File: config.mk
export PLATFORM = sky130hd
export DESIGN_NAME = button_led_arbiter_flat
export DESIGN_NICKNAME = d
export VERILOG_FILES = /design/src/rtl/button_led_arbiter_if.sv /design/src/rtl/button_led_arbiter.sv /design/src/flat_wrapper.sv
export SDC_FILE = /design/constraint.sdc
export NUM_CORES = 1
export LEC_CHECK = 0
export CORE_ASPECT_RATIO = 1.75
export CORE_MARGIN = 10
export CORE_UTILIZATION = 55
export DETAILED_ROUTE_END_ITERATION = 12
export DONT_BUFFER_PORTS = 1
export GPL_ROUTABILITY_DRIVEN = 0
export GPL_TIMING_DRIVEN = 0
export PLACE_DENSITY = 0.7
export SETUP_SLACK_MARGIN = 0.02
export SKIP_LAST_GASP = 1
export SLEW_MARGIN = 20
export SYNTH_ARGS = -nofsm -noshare
export SYNTH_HDL_FRONTEND = slang
export SYNTH_SLANG_ARGS = --single-unit
File: constraint.sdc
create_clock -name clk -period 2.59 [get_ports clk]
set_input_delay 0 -clock clk [delete_from_list [all_inputs] [get_ports clk]]
set_output_delay 0 -clock clk [all_outputs]
set_load 0.02 [all_outputs]
File: src/rtl/button_led_arbiter_if.sv
// Pushbutton/LED bundle for button_led_arbiter. The drop_count signal exists only
// when BUTTON_LED_ARBITER_DROP_CNT_EN is defined.
interface button_led_arbiter_if #(
   parameter int NUM_BTN = 4
);
   localparam int GID_W = (NUM_BTN > 2) ? $clog2(NUM_BTN) : 1;

   // Request/grant contract: a debounced press of pushbutton[i] raises pending[i]
   // (one deep); the grant is visible as busy=1 with grant_id=i for the whole
   // blink sequence, and pending[i] drops the cycle the grant is taken.
   logic [NUM_BTN-1:0] pushbutton;
   logic               led;
   logic               busy;
   logic [GID_W-1:0]   grant_id;
   logic [NUM_BTN-1:0] pending;
   logic [1:0]         dbg_state;
   logic [GID_W-1:0]   dbg_rr_ptr;
`ifdef BUTTON_LED_ARBITER_DROP_CNT_EN
   logic [7:0]         drop_count;
`endif

   modport slave (
      input  pushbutton,
      output led, busy, grant_id, pending, dbg_state, dbg_rr_ptr
`ifdef BUTTON_LED_ARBITER_DROP_CNT_EN
      , output drop_count
`endif
   );

   modport master (
      output pushbutton,
      input  led, busy, grant_id, pending, dbg_state, dbg_rr_ptr
`ifdef BUTTON_LED_ARBITER_DROP_CNT_EN
      , input drop_count
`endif
   );
endinterface

File: src/rtl/button_led_arbiter.sv
// Round-robin sharing of one LED between debounced pushbuttons; the granted button
// blinks (index+1) pulses then a gap. BUTTON_LED_ARBITER_DROP_CNT_EN adds drop_count.
module button_led_arbiter #(
   parameter int NUM_BTN         = 4,
   parameter int DEBOUNCE_CYCLES = 50000,
   parameter int ON_CYCLES       = 5000000,
   parameter int OFF_CYCLES      = 5000000,
   parameter int GAP_CYCLES      = 20000000
) (
   input  logic                 clk,
   input  logic                 rst_n,
   button_led_arbiter_if.slave  bus
);

   localparam int GID_W  = (NUM_BTN > 2) ? $clog2(NUM_BTN) : 1;
   localparam int DB_W   = $clog2(DEBOUNCE_CYCLES + 1);
   localparam int MAX_OO = (ON_CYCLES > OFF_CYCLES) ? ON_CYCLES : OFF_CYCLES;
   localparam int MAX_T  = (MAX_OO > GAP_CYCLES) ? MAX_OO : GAP_CYCLES;
   localparam int TMR_W  = $clog2(MAX_T + 1);

   localparam logic [DB_W-1:0]  DB_LAST  = DB_W'(DEBOUNCE_CYCLES - 1);
   localparam logic [TMR_W-1:0] ON_LAST  = TMR_W'(ON_CYCLES - 1);
   localparam logic [TMR_W-1:0] OFF_LAST = TMR_W'(OFF_CYCLES - 1);
   localparam logic [TMR_W-1:0] GAP_LAST = TMR_W'(GAP_CYCLES - 1);
   localparam logic [GID_W-1:0] LAST_ID  = GID_W'(NUM_BTN - 1);

   typedef enum logic [1:0] {
      S_IDLE = 2'd0,
      S_ON   = 2'd1,
      S_OFF  = 2'd2,
      S_GAP  = 2'd3
   } state_t;

   logic [NUM_BTN-1:0] sync1_q, sync1_d;
   logic [NUM_BTN-1:0] sync2_q, sync2_d;
   logic [NUM_BTN-1:0] deb_q, deb_d;
   logic [NUM_BTN-1:0] deb_prev_q, deb_prev_d;
   logic [DB_W-1:0]    db_cnt_q [NUM_BTN];
   logic [DB_W-1:0]    db_cnt_d [NUM_BTN];
   logic [NUM_BTN-1:0] pending_q, pending_d;
   logic [NUM_BTN-1:0] rise;
   logic [NUM_BTN-1:0] clr;

   state_t             state_q, state_d;
   logic [TMR_W-1:0]   timer_q, timer_d;
   logic [GID_W-1:0]   pulse_cnt_q, pulse_cnt_d;
   logic [GID_W-1:0]   grant_id_q, grant_id_d;
   logic [GID_W-1:0]   rr_ptr_q, rr_ptr_d;
   logic               led_q, led_d;
   logic               busy_q, busy_d;

   logic               sel_found;
   logic [GID_W-1:0]   sel_idx;

   // Synchroniser and per-button debounce; the level flips only after the synced
   // input has disagreed with it for DEBOUNCE_CYCLES consecutive samples.
   always_comb begin
      sync1_d    = bus.pushbutton;
      sync2_d    = sync1_q;
      deb_prev_d = deb_q;
      deb_d      = deb_q;
      for (int i = 0; i < NUM_BTN; i++) begin
         db_cnt_d[i] = '0;
         if (sync2_q[i] != deb_q[i]) begin
            if (db_cnt_q[i] == DB_LAST) begin
               deb_d[i] = ~deb_q[i];
            end else begin
               db_cnt_d[i] = db_cnt_q[i] + 1'b1;
            end
         end
      end
   end

   assign rise = deb_q & ~deb_prev_q;

   // First pending request at or above rr_ptr, wrapping around.
   always_comb begin
      int idx;
      sel_found = 1'b0;
      sel_idx   = '0;
      idx       = 0;
      for (int k = 0; k < NUM_BTN; k++) begin
         idx = int'(rr_ptr_q) + k;
         if (idx >= NUM_BTN) begin
            idx = idx - NUM_BTN;
         end
         if (!sel_found && pending_q[idx]) begin
            sel_found = 1'b1;
            sel_idx   = GID_W'(idx);
         end
      end
   end

   always_comb begin
      state_d     = state_q;
      timer_d     = timer_q;
      pulse_cnt_d = pulse_cnt_q;
      grant_id_d  = grant_id_q;
      rr_ptr_d    = rr_ptr_q;
      led_d       = led_q;
      busy_d      = busy_q;
      clr         = '0;
      case (state_q)
         S_IDLE: begin
            led_d      = 1'b0;
            busy_d     = 1'b0;
            grant_id_d = '0;
            if (sel_found) begin
               state_d      = S_ON;
               led_d        = 1'b1;
               busy_d       = 1'b1;
               grant_id_d   = sel_idx;
               pulse_cnt_d  = '0;
               timer_d      = '0;
               clr[sel_idx] = 1'b1;
            end
         end
         S_ON: begin
            if (timer_q == ON_LAST) begin
               state_d = S_OFF;
               led_d   = 1'b0;
               timer_d = '0;
            end else begin
               timer_d = timer_q + 1'b1;
            end
         end
         S_OFF: begin
            if (timer_q == OFF_LAST) begin
               timer_d = '0;
               if (pulse_cnt_q == grant_id_q) begin
                  state_d = S_GAP;
               end else begin
                  state_d     = S_ON;
                  led_d       = 1'b1;
                  pulse_cnt_d = pulse_cnt_q + 1'b1;
               end
            end else begin
               timer_d = timer_q + 1'b1;
            end
         end
         S_GAP: begin
            if (timer_q == GAP_LAST) begin
               state_d    = S_IDLE;
               busy_d     = 1'b0;
               grant_id_d = '0;
               timer_d    = '0;
               rr_ptr_d   = (grant_id_q == LAST_ID) ? '0 : grant_id_q + 1'b1;
            end else begin
               timer_d = timer_q + 1'b1;
            end
         end
         default: begin
            state_d = S_IDLE;
            led_d   = 1'b0;
            busy_d  = 1'b0;
         end
      endcase
   end

   // A capture in the same cycle as the grant clear wins.
   assign pending_d = (pending_q & ~clr) | rise;

`ifdef BUTTON_LED_ARBITER_DROP_CNT_EN
   logic [NUM_BTN-1:0] drop;
   logic [7:0]         drop_cnt_q, drop_cnt_d;
   logic [8:0]         drop_sum;

   assign drop = rise & pending_q & ~clr;

   always_comb begin
      drop_sum = {1'b0, drop_cnt_q};
      for (int i = 0; i < NUM_BTN; i++) begin
         drop_sum = drop_sum + 9'(drop[i]);
      end
      drop_cnt_d = (drop_sum > 9'd255) ? 8'hFF : drop_sum[7:0];
   end

   assign bus.drop_count = drop_cnt_q;
`endif

   always_ff @(posedge clk or negedge rst_n) begin
      if (!rst_n) begin
         sync1_q     <= '0;
         sync2_q     <= '0;
         deb_q       <= '0;
         deb_prev_q  <= '0;
         for (int i = 0; i < NUM_BTN; i++) begin
            db_cnt_q[i] <= '0;
         end
         pending_q   <= '0;
         state_q     <= S_IDLE;
         timer_q     <= '0;
         pulse_cnt_q <= '0;
         grant_id_q  <= '0;
         rr_ptr_q    <= '0;
         led_q       <= 1'b0;
         busy_q      <= 1'b0;
`ifdef BUTTON_LED_ARBITER_DROP_CNT_EN
         drop_cnt_q  <= '0;
`endif
      end else begin
         sync1_q     <= sync1_d;
         sync2_q     <= sync2_d;
         deb_q       <= deb_d;
         deb_prev_q  <= deb_prev_d;
         db_cnt_q    <= db_cnt_d;
         pending_q   <= pending_d;
         state_q     <= state_d;
         timer_q     <= timer_d;
         pulse_cnt_q <= pulse_cnt_d;
         grant_id_q  <= grant_id_d;
         rr_ptr_q    <= rr_ptr_d;
         led_q       <= led_d;
         busy_q      <= busy_d;
`ifdef BUTTON_LED_ARBITER_DROP_CNT_EN
         drop_cnt_q  <= drop_cnt_d;
`endif
      end
   end

   assign bus.led        = led_q;
   assign bus.busy       = busy_q;
   assign bus.grant_id   = grant_id_q;
   assign bus.pending    = pending_q;
   assign bus.dbg_state  = state_q;
   assign bus.dbg_rr_ptr = rr_ptr_q;

endmodule

File: src/flat_wrapper.sv
// flat-port wrapper written by rule: the top's interface ports become plain ports
module button_led_arbiter_flat 
#(
   parameter int NUM_BTN         = 4,
   parameter int DEBOUNCE_CYCLES = 50000,
   parameter int ON_CYCLES       = 5000000,
   parameter int OFF_CYCLES      = 5000000,
   parameter int GAP_CYCLES      = 20000000
)
  (clk, rst_n, bus_pushbutton, bus_led, bus_busy, bus_grant_id, bus_pending, bus_dbg_state, bus_dbg_rr_ptr);
  button_led_arbiter_if #(.NUM_BTN(NUM_BTN)) bus_i ();
  input  logic clk;
  input  logic rst_n;
  input wire logic [$bits(bus_i.pushbutton)-1:0] bus_pushbutton;
  output wire logic [$bits(bus_i.led)-1:0] bus_led;
  output wire logic [$bits(bus_i.busy)-1:0] bus_busy;
  output wire logic [$bits(bus_i.grant_id)-1:0] bus_grant_id;
  output wire logic [$bits(bus_i.pending)-1:0] bus_pending;
  output wire logic [$bits(bus_i.dbg_state)-1:0] bus_dbg_state;
  output wire logic [$bits(bus_i.dbg_rr_ptr)-1:0] bus_dbg_rr_ptr;
  assign bus_i.pushbutton = bus_pushbutton;
  assign bus_led = bus_i.led;
  assign bus_busy = bus_i.busy;
  assign bus_grant_id = bus_i.grant_id;
  assign bus_pending = bus_i.pending;
  assign bus_dbg_state = bus_i.dbg_state;
  assign bus_dbg_rr_ptr = bus_i.dbg_rr_ptr;
  button_led_arbiter #(.NUM_BTN(NUM_BTN), .DEBOUNCE_CYCLES(DEBOUNCE_CYCLES), .ON_CYCLES(ON_CYCLES), .OFF_CYCLES(OFF_CYCLES), .GAP_CYCLES(GAP_CYCLES)) u_core (.clk(clk), .rst_n(rst_n), .bus(bus_i));
endmodule
==> metrics.csv <==
stage;metric;value;unit
synthesis;synth_nets;626;
clock_tree;ctsHoldBuffers;4;
synthesis;yosys.area_share.adder;2.520;%
synthesis;syn_area;0.005957;sq mm
final_layout;diodes;0;
synthesis;synth-seq-cells;119;
die;die_w;98.67;microns
pwr;clkPwrFrac;56.6;%
drt;drc;0;
synthesis;synth_cell_type_count;59;
worst_setup_path;reg2reg_slack;0.14;ns
timing;rsz0062_at_grt;no;
global_route;grt_first_pass_wirelength;22160;microns
synthesis;synth_xor_xnor_area_share;10.88;%
drt;drt_iter0_markers;254;
worst_setup_path;end_kind;flop;
die;initial_core_util;56.01;%
synthesis;ys_warn_count;0;
timing;fin_setup_tns;0;ns
synthesis;async_flop_share;100.0;%
worst_setup_path;endpoint;u_core.timer_q[13]$_DFFE_PN0P_;
synthesis;synth_edf_count;0;
synthesis;synth_top_family_by_area;simple AND/OR/NAND/NOR gates;
pwr;p_int;3.577;mW
die;core_area;0.01064;sq mm
timing;setup_viol;0;
final_layout;drive_above_1_share;8.696;%
pwr;seqPwrFrac;42.2;%
timing;whs;-0.7163;ns
pwr;power_switching_share;20.42;%
synthesis;synth_compound_area_share;8.927;%
timing;drv_slew;0;
worst_hold_path;hp-class;input pin to async pin;
worst_setup_path;crit_type;flop to flop;
worst_setup_path;crit_path_start;u_core.bus.dbg_state[0]$_DFFE_PN0P_;
drt;totalWireLength;12840;microns
clock_tree;clock_sinks;119;
die;rows;50;
drt;vias;4530;
final_layout;area_delta_synth_final;14.53;%
timing;skew;0.006986;ns
clock_tree;cts_tree;built;
clock_tree;clockRootBuffer;clkbuf_16;
clock_tree;cts_made_buffers;17;
pwr;p_sw;0.9179;mW
global_route;grt_util_all_layers;17.22;%
final_layout;post-route-util;64.15;%
worst_setup_path;ff2ff_path_depth;7;
placed_design;post-place-ws;-0.05901;ns
die;pin_count;18;
global_route;grt_pass1_vias;4629;
drt;dr.pass1.iters;7;
worst_setup_path;cp_max_fo;9;
worst_setup_path;rr_startpoint;u_core.bus.dbg_state[0]$_DFFE_PN0P_;
pwr;power_density;658.8;mW/mm^2
timing;slew_headroom;38.50;%
synthesis;ys.flop_type;dfrtp_1;
synthesis;avgSynthCellArea;9.798;sq um
global_route;antenna_found_initial;0;
timing;fin_ws;0.1351;ns
clock_tree;cts_buffer_depth;2;
status;violations;hold timing;
flow_run;maxCapViolations;0;
drt;ant_nets;0;
clock_tree;cts.clk_slew.worst_paths;0.06;ns
worst_setup_path;cp.required;2.92;ns
final_layout;nets;649;
synthesis;synth_seq_area_share;49.99;%
global_route;overflow;0;
die;die_y;157.7;microns
clock_tree;htreeDepth;4;
worst_setup_path;start_kind;flop;
timing;fin_crit;2.455;ns
timing;max_freq;0.4073;GHz
pwr;combPwrFrac;1.2;%
global_route;grt_max_degree;120;
worst_setup_path;arrival;2.78;ns
worst_setup_path;worstReg2RegEnd;u_core.timer_q[13]$_DFFE_PN0P_;
timing;finalCritPeriodShare;94.79;%
placed_design;place_inst;738;
final_layout;layoutNonFillerInstCount;774;
status;status;finished, violations left;
pwr;ir_drop;0.5556;mV
placed_design;post-dp-hpwl;8740;microns
drt;viasPerCell;5.853;
timing;worst_pin_slew;0.9141;ns
placed_design;portBuffers;0;
synthesis;synth_cells;608;
drt;wl_per_cell;16.58;microns
clock_tree;clk_latency;0.41;ns
timing;hold_viol_final;119;
synthesis;synth-simple-area-share;23.52;%
synthesis;synthMuxAreaShare;1.680;%
pwr;p_leak;2.902;nW
die;die_area;0.01556;sq mm
[metal layers]
| layer | vias to the layer above | track usage, % | share of wire, % |
|---|---|---|---|
| met1 | 2233 | 18.89 | 41 |
| met5 | - | 0 | 0 |
| met3 | 16 | 5.107 | 4.2 |
| met2 | 91 | 30.40 | 53 |
| met4 | 0 | 6.648 | 1.7 |
| li1 | 2190 | - | - |
[power by group through the flow]
stage | clock [mW] | combinational, mW | sequential (mW)
after floorplan | 0 | 0.0381 | 1.93
after global placement | 0 | 0.0458 | 1.93
after detailed placement | 0 | 0.0472 | 1.93
after CTS | 2.58 | 0.0529 | 1.90
after global routing | 2.68 | 0.0611 | 1.90
final | 2.54 | 0.0527 | 1.90
[final cells by class]
cell class	instances	area, sq um
buffer	17	78.83
clock buffer	19	452.9
clock inverter	13	192.7
fill	839	3812
inverter	18	67.56
multi-input combinational	453	2840
sequential	119	2980
tap	130	162.7
timing repair buffer	5	47.55
[cell usage after synthesis, drive strengths merged, types with 2 or more instances]
cell type / n / area, sq um
or2: 3 / 18.77
and4: 6 / 52.55
and2: 3 / 18.77
clkbuf: 13 / 48.80
and3: 14 / 87.58
o21a: 3 / 22.52
a21oi: 18 / 93.84
or4: 4 / 30.03
nor2: 84 / 315.3
mux2i: 4 / 40.04
ha: 12 / 150.1
xnor2: 38 / 332.8
nor3: 21 / 116.4
o31ai: 3 / 27.52
nand2: 61 / 229.0
buf: 5 / 31.28
nor4b: 3 / 26.28
nor4: 13 / 96.34
xor2: 36 / 315.3
nand2b: 2 / 12.51
o21ai: 24 / 120.1
mux2: 5 / 60.05
inv: 18 / 67.56
or4b: 2 / 27.53
or3: 3 / 23.77
o211ai: 16 / 125.1
o22ai: 3 / 18.77
nand3: 28 / 140.1
dfrtp: 119 / 2978
nand4: 22 / 137.6
nor3b: 3 / 22.52
a22o: 2 / 17.52
[cells by family (layout without fill, tap and decap cells)]
logic type,count (synthesis),in the layout
simple gates,277,277
flops,119,119
compound gates,81,81
xor+xnor,74,74
buf+inv,36,72
fa+ha+maj,12,12
mux,9,9
[how the worst min path moves through the flow]
stage	end	start	depth (start not counted)	slack [ns]
CTS	u_core.bus.dbg_state[0]$_DFFE_PN0P_	rst_n	0	-0.73
floorplan	u_core.bus.busy$_DFFE_PN0P_	rst_n	0	-0.30
global route	u_core.timer_q[21]$_DFFE_PN0P_	rst_n	0	-0.74
global placement	u_core.timer_q[7]$_DFFE_PN0P_	rst_n	0	-0.29
detailed placement	u_core.timer_q[8]$_DFFE_PN0P_	rst_n	0	-0.29
finish	u_core.bus.dbg_state[1]$_DFFE_PN0P_	rst_n	0	-0.72
[cell usage in the layout, fill, tap and decap left out, types with 3 or more instances in the layout]
master	synthesis	layout
mux2i_1	4	4
inv_6	0	3
and2_1	3	3
o21ai_1	8	8
a21oi_1	17	17
nor3_1	20	20
dfrtp_1	119	117
ha_1	12	12
o22ai_1	3	3
nor4_1	12	12
mux2_2	4	4
and4_1	6	6
xnor2_1	38	38
clkinv_4	0	3
or4_1	4	4
nand3_1	28	28
clkbuf_16	0	17
bufinv_16	0	4
inv_1	18	18
o21ai_0	16	16
xor2_1	36	36
and3_1	14	14
nand4_1	22	22
o21a_1	3	3
dlygate4sd3_1	0	4
clkbuf_1	13	10
buf_2	4	4
nor3b_1	3	3
nor2_1	84	84
nor4b_1	3	3
o211ai_1	15	15
nand2_1	61	61
[through the flow]
stage / cell area [sq um] / total power, mW
final: 6823 / 4.495
after global routing: 6823 / 4.638
after CTS: 6808 / 4.531
after detailed placement: 6120 / 1.979
after global placement: 6120 / 1.976
after floorplan: 5957 / 1.966
[worst max-delay path, stage by stage, from the launching register on]
cell	delay, ns
dfrtp_2	0.47
inv_1	0.13
ha_1	0.36
inv_1	0.20
o211ai_2	0.24
or4_1	0.54
a221o_1	0.34
o21ai_1	0.08
[registers in the layout (all words and copies together), names as in the netlist]
signal and cells:
u_core.bus.busy 1, u_core.bus.dbg_rr_ptr 2, u_core.bus.dbg_state 2, u_core.bus.grant_id 2
u_core.bus.led 1, u_core.bus.pending 4, u_core.db_cnt_q 64, u_core.deb_prev_d 4
u_core.deb_prev_q 4, u_core.pulse_cnt_q 2, u_core.sync1_q 4, u_core.sync2_q 4
u_core.timer_q 25
[timing repair]
item | in CTS | in global routing
pin swaps | 0 | 1
setup buffers | 0 | 1
gates resized for setup | 2 | 5
cloned | 0 | 0
hold endpoints to repair | 123 | 119
endpoints found under the setup margin | 2 | 37
(Power assumes the default switching activity.)
